$ cat src/rtl/ysyx_23060075_lsu_pkg.sv
// Shared LSU configuration: datapath width and RV funct3 load/store encodings,
// plus the FSM state type and the op-legality check used by the LSU top.
`ifndef YSYX_23060075_CONFIG_VH
`define YSYX_23060075_CONFIG_VH
`define ysyx_23060075_ISA_WIDTH 32
`define ysyx_23060075_F3_LB  3'd0
`define ysyx_23060075_F3_LH  3'd1
`define ysyx_23060075_F3_LW  3'd2
`define ysyx_23060075_F3_LBU 3'd4
`define ysyx_23060075_F3_LHU 3'd5
`define ysyx_23060075_F3_SB  3'd0
`define ysyx_23060075_F3_SH  3'd1
`define ysyx_23060075_F3_SW  3'd2
`endif

package ysyx_23060075_lsu_pkg;

   localparam logic [2:0] F3_LB  = `ysyx_23060075_F3_LB;
   localparam logic [2:0] F3_LH  = `ysyx_23060075_F3_LH;
   localparam logic [2:0] F3_LW  = `ysyx_23060075_F3_LW;
   localparam logic [2:0] F3_LBU = `ysyx_23060075_F3_LBU;
   localparam logic [2:0] F3_LHU = `ysyx_23060075_F3_LHU;
   localparam logic [2:0] F3_SB  = `ysyx_23060075_F3_SB;
   localparam logic [2:0] F3_SH  = `ysyx_23060075_F3_SH;
   localparam logic [2:0] F3_SW  = `ysyx_23060075_F3_SW;

   typedef enum logic [1:0] {
      ST_IDLE = 2'd0,
      ST_BUS  = 2'd1,
      ST_DONE = 2'd2
   } lsu_state_e;

   // Conflicting load+store, reserved funct3, or a halfword/word access that
   // does not sit on its natural boundary.
   function automatic logic op_illegal(input logic       ren,
                                       input logic       wen,
                                       input logic [2:0] funct,
                                       input logic [1:0] addr_lo);
      logic err;
      err = 1'b0;
      if (ren && wen) begin
         err = 1'b1;
      end else if (ren) begin
         case (funct)
            F3_LB, F3_LBU: err = 1'b0;
            F3_LH, F3_LHU: err = addr_lo[0];
            F3_LW:         err = (addr_lo != 2'b00);
            default:       err = 1'b1;
         endcase
      end else if (wen) begin
         case (funct)
            F3_SB:   err = 1'b0;
            F3_SH:   err = addr_lo[0];
            F3_SW:   err = (addr_lo != 2'b00);
            default: err = 1'b1;
         endcase
      end
      return err;
   endfunction

endpackage

$ cat src/rtl/ysyx_23060075_lsu_align.sv
// Byte-lane steering: store mask/replication on the way out, load lane
// extraction with sign/zero extension on the way back.
module ysyx_23060075_lsu_align
   import ysyx_23060075_lsu_pkg::*;
#(
   parameter int ISA_W  = `ysyx_23060075_ISA_WIDTH,
   parameter int MASK_W = ISA_W / 8
) (
   input  logic [2:0]        funct,
   input  logic [1:0]        addr_lo,
   input  logic [ISA_W-1:0]  src2,
   input  logic [ISA_W-1:0]  rdata,
   output logic [MASK_W-1:0] wmask,
   output logic [ISA_W-1:0]  wdata,
   output logic [ISA_W-1:0]  load_data
);

   logic [ISA_W-1:0] lane;

   assign lane = rdata >> {addr_lo, 3'b000};

   // NOTE: every output gets a default before the case so no latch is inferred.
   always_comb begin
      wmask     = '0;
      wdata     = '0;
      load_data = '0;
      case (funct)
         F3_LB: begin
            wmask     = MASK_W'(1) << addr_lo;
            wdata     = {(ISA_W/8){src2[7:0]}};
            load_data = {{(ISA_W-8){lane[7]}}, lane[7:0]};
         end
         F3_LH: begin
            wmask     = MASK_W'(3) << addr_lo;
            wdata     = {(ISA_W/16){src2[15:0]}};
            load_data = {{(ISA_W-16){lane[15]}}, lane[15:0]};
         end
         F3_LW: begin
            wmask     = '1;
            wdata     = src2;
            load_data = lane;
         end
         F3_LBU:  load_data = {{(ISA_W-8){1'b0}}, lane[7:0]};
         F3_LHU:  load_data = {{(ISA_W-16){1'b0}}, lane[15:0]};
         default: ;
      endcase
   end

endmodule

$ cat src/rtl/ysyx_23060075_lsu.sv
// Load/store unit: accepts one op from execute, runs at most one bus
// transaction, and hands a single writeback result to the next stage.
module ysyx_23060075_lsu
   import ysyx_23060075_lsu_pkg::*;
#(
   parameter int ISA_W  = `ysyx_23060075_ISA_WIDTH,
   parameter int MASK_W = ISA_W / 8
) (
   input  logic              clk,
   input  logic              rst,
   input  logic              in_valid,
   output logic              in_ready,
   input  logic              mem_ren,
   input  logic              mem_wen,
   input  logic [2:0]        mem_funct,
   input  logic [ISA_W-1:0]  alu_result,
   input  logic [ISA_W-1:0]  src2,
   output logic              bus_req,
   output logic              bus_we,
   output logic [ISA_W-1:0]  bus_addr,
   output logic [ISA_W-1:0]  bus_wdata,
   output logic [MASK_W-1:0] bus_wmask,
   input  logic              bus_ack,
   input  logic [ISA_W-1:0]  bus_rdata,
   output logic              out_valid,
   input  logic              out_ready,
   output logic [ISA_W-1:0]  wb_data,
   output logic              lsu_err
);

   lsu_state_e        state_q, state_d;
   logic              is_load_q;
   logic [2:0]        funct_q;
   logic [1:0]        addr_lo_q;
   logic              accept;
   logic              is_mem;
   logic              op_err;
   logic              bus_done;
   logic [2:0]        funct_sel;
   logic [1:0]        addr_lo_sel;
   logic [MASK_W-1:0] al_wmask;
   logic [ISA_W-1:0]  al_wdata;
   logic [ISA_W-1:0]  al_load;

   assign accept   = (state_q == ST_IDLE) && in_valid;
   assign is_mem   = mem_ren || mem_wen;
   assign op_err   = op_illegal(mem_ren, mem_wen, mem_funct, alu_result[1:0]);
   assign bus_done = (state_q == ST_BUS) && bus_ack;

   // One aligner serves both directions: live inputs while accepting, the
   // registered op while waiting for read data.
   assign funct_sel   = (state_q == ST_IDLE) ? mem_funct        : funct_q;
   assign addr_lo_sel = (state_q == ST_IDLE) ? alu_result[1:0]  : addr_lo_q;

   ysyx_23060075_lsu_align #(
      .ISA_W  (ISA_W),
      .MASK_W (MASK_W)
   ) u_align (
      .funct     (funct_sel),
      .addr_lo   (addr_lo_sel),
      .src2      (src2),
      .rdata     (bus_rdata),
      .wmask     (al_wmask),
      .wdata     (al_wdata),
      .load_data (al_load)
   );

   assign in_ready  = (state_q == ST_IDLE);
   assign bus_req   = (state_q == ST_BUS);
   assign out_valid = (state_q == ST_DONE);

   always_comb begin
      state_d = state_q;
      case (state_q)
         ST_IDLE: if (in_valid) state_d = (is_mem && !op_err) ? ST_BUS : ST_DONE;
         ST_BUS:  if (bus_ack)  state_d = ST_DONE;
         ST_DONE: if (out_ready) state_d = ST_IDLE;
         default: state_d = ST_IDLE;
      endcase
   end

   // NOTE: sequential state uses non-blocking assignments so every register
   // samples the pre-edge values regardless of statement order.
   always_ff @(posedge clk or posedge rst) begin
      if (rst) begin
         state_q   <= ST_IDLE;
         is_load_q <= 1'b0;
         funct_q   <= 3'd0;
         addr_lo_q <= 2'b00;
         bus_we    <= 1'b0;
         bus_addr  <= '0;
         bus_wdata <= '0;
         bus_wmask <= '0;
         wb_data   <= '0;
         lsu_err   <= 1'b0;
      end else begin
         state_q <= state_d;
         if (accept) begin
            is_load_q <= mem_ren;
            funct_q   <= mem_funct;
            addr_lo_q <= alu_result[1:0];
            if (!is_mem) begin
               wb_data <= alu_result;
               lsu_err <= 1'b0;
            end else if (op_err) begin
               wb_data <= '0;
               lsu_err <= 1'b1;
            end else begin
               wb_data   <= '0;
               lsu_err   <= 1'b0;
               bus_addr  <= {alu_result[ISA_W-1:2], 2'b00};
               bus_we    <= mem_wen;
               bus_wdata <= mem_wen ? al_wdata : '0;
               bus_wmask <= mem_wen ? al_wmask : '0;
            end
         end
         if (bus_done) begin
            wb_data <= is_load_q ? al_load : '0;
         end
      end
   end

endmodule

$ cat config.mk
export PLATFORM = sky130hd
export DESIGN_NAME = ysyx_23060075_lsu
export DESIGN_NICKNAME = d
export VERILOG_FILES = /design/src/rtl/ysyx_23060075_lsu_pkg.sv /design/src/rtl/ysyx_23060075_lsu_align.sv /design/src/rtl/ysyx_23060075_lsu.sv
export SDC_FILE = /design/constraint.sdc
export NUM_CORES = 1
export LEC_CHECK = 0
export BUFFER_PORTS_ARGS = -buffer_cell sky130_fd_sc_hd__buf_4
export CAP_MARGIN = 15
export CORE_ASPECT_RATIO = 0.9
export CORE_MARGIN = 2
export CORE_UTILIZATION = 51
export CTS_BUF_LIST = sky130_fd_sc_hd__clkbuf_2
export DETAILED_ROUTE_END_ITERATION = 12
export PLACE_DENSITY = 0.86
export SYNTH_ARGS = -nofsm -noshare
export SYNTH_HDL_FRONTEND = slang
export SYNTH_SLANG_ARGS = --single-unit
$ cat constraint.sdc
create_clock -name clk -period 3.7 [get_ports clk]
set_input_delay 0.555 -clock clk [delete_from_list [all_inputs] [get_ports clk]]
set_output_delay 0.555 -clock clk [all_outputs]
set_load 0.005 [all_outputs]
Yosys cells after proc, flatten, opt, wreduce, memory -nomap -nowiden
Index checks and enable logic that the tools add are counted.
W data, S select, Z words.
{"block": "word_totals", "input_bits": 106, "ff_bits": 108, "output_inout_bits": 105}
{"block": "op_classes", "shifts": 3, "n_reduce_logical": 15, "n_bitwise": 1, "n_mux": 23, "eq_ne": 13}
{"cell": "$mux W32", "count": 5}
{"cell": "$pmux W32 S5", "count": 1}
{"cell": "$pmux W32 S3", "count": 1}
{"cell": "$shr A32 B5 Y32", "count": 1}
{"cell": "$eq A3 B3 Y1 const B", "count": 4}
{"cell": "$pmux W4 S3", "count": 1}
{"cell": "$mux W2", "count": 5}
{"cell": "$eq A3 B1 Y1 const B", "count": 2}
{"cell": "$eq A3 B2 Y1 const B", "count": 2}
{"cell": "$logic_not A3 Y1", "count": 2}
{"cell": "$pmux W1 S3", "count": 2}
{"cell": "$pmux W2 S3", "count": 1}
{"cell": "$reduce_and A3 Y1", "count": 2}
{"cell": "$mux W1", "count": 5}
{"cell": "$logic_and A1 B1 Y1", "count": 4}
{"cell": "$mux W4", "count": 1}
{"cell": "$ne A2 B1 Y1 const B", "count": 2}
{"cell": "$reduce_bool A2 Y1", "count": 2}
{"cell": "$reduce_or A2 Y1", "count": 2}
{"cell": "$shl A1 B2 Y4 const A", "count": 1}
{"cell": "$shl A2 B2 Y4 const A", "count": 1}
{"cell": "$mux W3", "count": 1}
{"cell": "$eq A2 B1 Y1 const B", "count": 1}
{"cell": "$eq A2 B2 Y1 const B", "count": 1}
{"cell": "other kinds (5)", "count": 5}

Logic depth before layout (Yosys ltp)
{"block": "logic_depth", "word_depth": 10, "mapped_depth": 10, "mapped_depth_nobuf": 7}

Hierarchy
A second synthesis with hierarchy kept.
{"block": "hier_totals", "cells_unflattened": 605, "area_unflattened_um2": 5874.4}
{"module": "ysyx_23060075_lsu", "area_per_inst_um2": 4469.3, "n_inst": 1, "cells_each": 387, "seq_area_each_um2": 2702.6}
{"module": "ysyx_23060075_lsu_align", "area_per_inst_um2": 1405.1, "n_inst": 1, "cells_each": 218, "seq_area_each_um2": 0.0}

Worst setup path after synthesis
OpenSTA, ideal clock, no wires.
{"block": "synth_timing", "path_kind": "reg2reg", "start": "reg state_q[0]", "end": "reg wb_data[15]", "required_ns": 3.574, "setup_ns": 0.126, "path_slack_ns": 1.334, "t_arrival_ns": 2.240, "path_stages_with_launch": 9, "path_cell_list": "dfrtp_1 or2_1 buf_6 inv_8 mux2i_4 mux2i_2 a221oi_4 a41o_4 o32a_1"}
{"block": "synth_via", "elab_chain_cells": 6, "word_cells_on_any_way": 16, "classes_between": "5 x eq/ne; 1 x shift; 5 x mux; 5 x reduce/logical"}
{"item": "from (decl)", "line_no": "ysyx_23060075_lsu.sv:31", "source": "lsu_state_e state_q, state_d;"}
{"item": "from (signal assigned)", "line_no": "ysyx_23060075_lsu.sv:97", "source": "state_q <= state_d;"}
{"item": "$logic_not A2 Y1 (*)"}
{"item": "via in_ready", "line_no": "ysyx_23060075_lsu.sv:12", "source": "output logic in_ready,"}
{"item": "$mux W2 or $mux W3 (tied branches)", "line_no": "ysyx_23060075_lsu.sv:53, ysyx_23060075_lsu.sv:52"}
{"item": "$shr A32 B5 Y32 (tied with other cells)", "line_no": "ysyx_23060075_lsu_align.sv:20", "source": "assign lane = rdata >> {addr_lo, 3'b000};"}
{"item": "$pmux W32 S5", "line_no": "ysyx_23060075_lsu_align.sv:27", "source": "case (funct)"}
{"item": "$mux W32", "line_no": "ysyx_23060075_lsu.sv:118", "source": "wb_data <= is_load_q ? al_load : '0;"}
{"item": "$mux W32", "line_no": "ysyx_23060075_lsu.sv:117", "source": "if (bus_done) begin"}
{"item": "to (signal assigned)", "line_no": "ysyx_23060075_lsu.sv:103", "source": "wb_data <= alu_result;"}
{"item": "to (signal assigned)", "line_no": "ysyx_23060075_lsu.sv:118"}
{"item": "to (decl)", "line_no": "ysyx_23060075_lsu.sv:27", "source": "output logic [ISA_W-1:0] wb_data,"}
Mark *: on every way through the listed nets, which the timed path passes. The rest lies on a longest branch.
A chain may end at the register's enable or synchronous reset.

Final worst setup path
{"block": "layout_timing", "start": "reg state_q[0]", "end": "reg wb_data[15]"}
{"block": "layout_via", "elab_chain_cells": 6, "word_cells_on_any_way": 16, "classes_between": "5 x eq/ne; 1 x shift; 5 x mux; 5 x reduce/logical"}
{"item": "$logic_not A2 Y1", "line_no": "ysyx_23060075_lsu.sv:45, ysyx_23060075_lsu.sv:52, ysyx_23060075_lsu.sv:53"}
{"item": "$mux W2 or $mux W3 (tied branches)", "line_no": "ysyx_23060075_lsu.sv:53, ysyx_23060075_lsu.sv:52"}
{"item": "$shr A32 B5 Y32 (tied with other cells)", "line_no": "ysyx_23060075_lsu_align.sv:20"}
{"item": "$pmux W32 S5", "line_no": "ysyx_23060075_lsu_align.sv:27"}
{"item": "$mux W32", "line_no": "ysyx_23060075_lsu.sv:118"}
{"item": "$mux W32", "line_no": "ysyx_23060075_lsu.sv:117"}
Parallel ways exist; a longest one is shown, timed or not.

==> results.md <==
- Placed instance area: 0.00708 sq mm
- Initial antenna violation count: 1
- # IOs: 211
- Post-synth top area cell: dfrtp_1
- Dpl ws: 0.597 ns
- CP top delay family: compound AO/OA/AOI/OAI gates
- Vias in the first global route: 5191
- Row count: 35
- Gr usage total: 29.7%
- Pwr Total: 0.00395 W
- TNS Setup: 0 ns
- Residual DRC: 0
- Yosys top cell area share: 49.7%
- CTS tree: done
- First-pass GRT wire length: 27000 um
- # clock sinks: 108
- Arrival @ worst endpoint: 3.67 ns
- H-tree Lvls: 3
- Clock-pin slew on the worst setup and hold paths: 0.29 ns
- Worst EP required: 4.22 ns
- R2R Setup Slk: 0.55 ns
- Slew @ Worst Pin: 1.13 ns
- Peak supply drop: 0.354 mV
- RD Place Congestion: 0.886
- Cell Chain, Critical Path: or2_1 -> inv_8 -> mux2i_4 -> a21oi_1 -> a221oi_4 -> a41o_4 -> o32a_1
- PwrDens: 549 mW/mm^2
- DRT Pass-1 Iters: 6
- Commonest cells post-synth: dfrtp_1 (108), nand2_1 (60), a21oi_1 (47)
- Root buf cell: clkbuf_2
- Setup slack after layout: 0.552 ns
- Syn Inst Count: 529
- Count leader, synth: dfrtp_1
- Synthesized area: 0.00544 sq mm
- # Post-CTS Setup Buffers: 0
- CP endpoint kind: flip-flop
- # hold bufs at CTS: 0
- Peak Freq: 0.318 GHz
- Max Slew Vio Count: 0
- Flops & latches, synth: 108
- Post-synth EDFFs: 0
- Crit path max fanout: 17
- Synth unique cells: 51
- Fraction of registers with async set/reset: 100%
- Final setup skew: 0.0331 ns
- Post-DP HPWL: 12800 um
- Hold_ws: 0.0175 ns
- Largest net degree at the start of global routing: 57
- Core Region: 0.0103 sq mm
- Warnings from Yosys: 0
- Congestion Overflow GR: 0
- Levels on crit path: 7
- Area contributors post-synth: dfrtp_1 (50%), mux2_2 (9.3%), a21oi_1 (4.3%), nand2_1 (4.1%), a22oi_1 (3.3%)
- Clock Latency Late Sink: 0.58 ns
- RSZ-0062 raised after global routing: false
- Synth-to-Final Area Change: 32.1%
- Number of buffers and inverters on the critical path: 1
- Largest stage delay on the critical path: 0.72 ns
- Post-CTS sizing: 0
- Post-DR vias/cell: 6.04
- Die area: 0.0115 sq mm
- Starting Density: 52.8%
- Post-Route WL: 17200 um
- Max_slew headroom: 24.7%
- Syn Area/Cell: 10.3 sq um
- Die W: 113 um
- Detailed Route Iter0 Violations: 556
- Endpoints failing setup: 0
- Fraction of layout cells with a size suffix above 1: 40.4%
- Final Hold Viols: 0
- Design area: 0.00719 sq mm
- Register area share after synthesis: 49.7%
- Setup crit start kind: flip-flop
- Tcrit/Tclk final: 85.1%
- CP max-delay cell: a221oi_4
- TritonCTS buffer count: 9
- Hold Path Class: input pin to async pin
- R2R cell count: 7
- Max Cap Viol: 0
- Die H: 102 um
- Vias: 5155
- Critical path class: flip-flop to flip-flop
- Ys flop type: dfrtp_1
- Final min period: 3.15 ns
- Routed len/inst: 20.2 um
- ANT nets after route: 0
- Layout net count: 826
- Port-buffer cells: 208
- CTS max path bufs: 2
- Run status: finished, final reports clean
- Leak: 3.57 nW
## final timing paths
check / startpoint / end
worst max-delay path: state_q[0]$_DFFE_PP0P_ / wb_data[15]$_DFFE_PP0P_
worst min-delay path: rst / funct_q[0]$_DFFE_PP0P_
worst max register to register: state_q[0]$_DFFE_PP0P_ / wb_data[15]$_DFFE_PP0P_
worst min register to register: bus_wmask[1]$_DFFE_PP0P_ / bus_wmask[1]$_DFFE_PP0P_
max in group asynchronous: rst / bus_wdata[19]$_DFFE_PP0P_
min in group clk: src2[23] / bus_wdata[23]$_DFFE_PP0P_
## state kept, by name, summed over array words and instances (netlist names)
register / cells
lsu_err: 1
wb_data: 32
funct_q: 3
bus_wmask: 4
is_load_q: 1
bus_wdata: 32
bus_we: 1
addr_lo_q: 2
bus_addr: 30
state_q: 2
## area by class of cell
type                            instances  area [sq um]
Clock buffer                            9          45.0
Antenna cell                            1          2.50
Tap cell                              129           161
Inverter                               12          55.1
Multi-Input combinational cell        372          2520
Fill cell                             810          3110
Clock inverter                          5          55.1
Sequential cell                       108          2700
Timing Repair Buffer                  217          1640
## metal layers
metal	wire, um	vias up	track usage (%)
met4	526	0	12.1
met3	1150	44	5.46
met1	7050	2540	39.3
li1	-	2317	-
met5	0	-	0
met2	8490	254	49.1
## report_power, final
part           switching (W)  total, W  internal [W]
registers           0.000215   0.00174       0.00153
clock network       0.000380  0.000526      0.000146
logic               0.000788   0.00168      0.000892
## stage by stage
step	cells	util, %
final	853	69.8
after global routing	853	69.8
after CTS	852	69.8
after detailed placement	838	68.8
after global placement	838	68.8
after floorplan	530	-
## placed cells by master, fill, tap and decap left out, types with 4 or more instances in the layout
cell	instances
buf_4	216
dfrtp_1	108
nand2_1	60
a21oi_1	47
mux2_2	45
o21ai_0	34
nor2_1	34
a22oi_1	24
mux2i_1	17
o31ai_1	17
inv_1	10
a22o_1	9
clkbuf_2	9
nor3_1	8
and3_1	8
o21ai_1	7
a222oi_1	7
a32oi_1	7
o22a_1	7
nand2b_1	4
## kinds of logic after synthesis
logic type	synth area share (%)
multiplexers	13.6
flip-flops	49.7
other	0.0690
AO/OA/AOI/OAI	21.9
XOR/XNOR	0.161
buffers and inverters	4.26
AND/OR/NAND/NOR	10.2
Power figures use the tool's default switching activity.
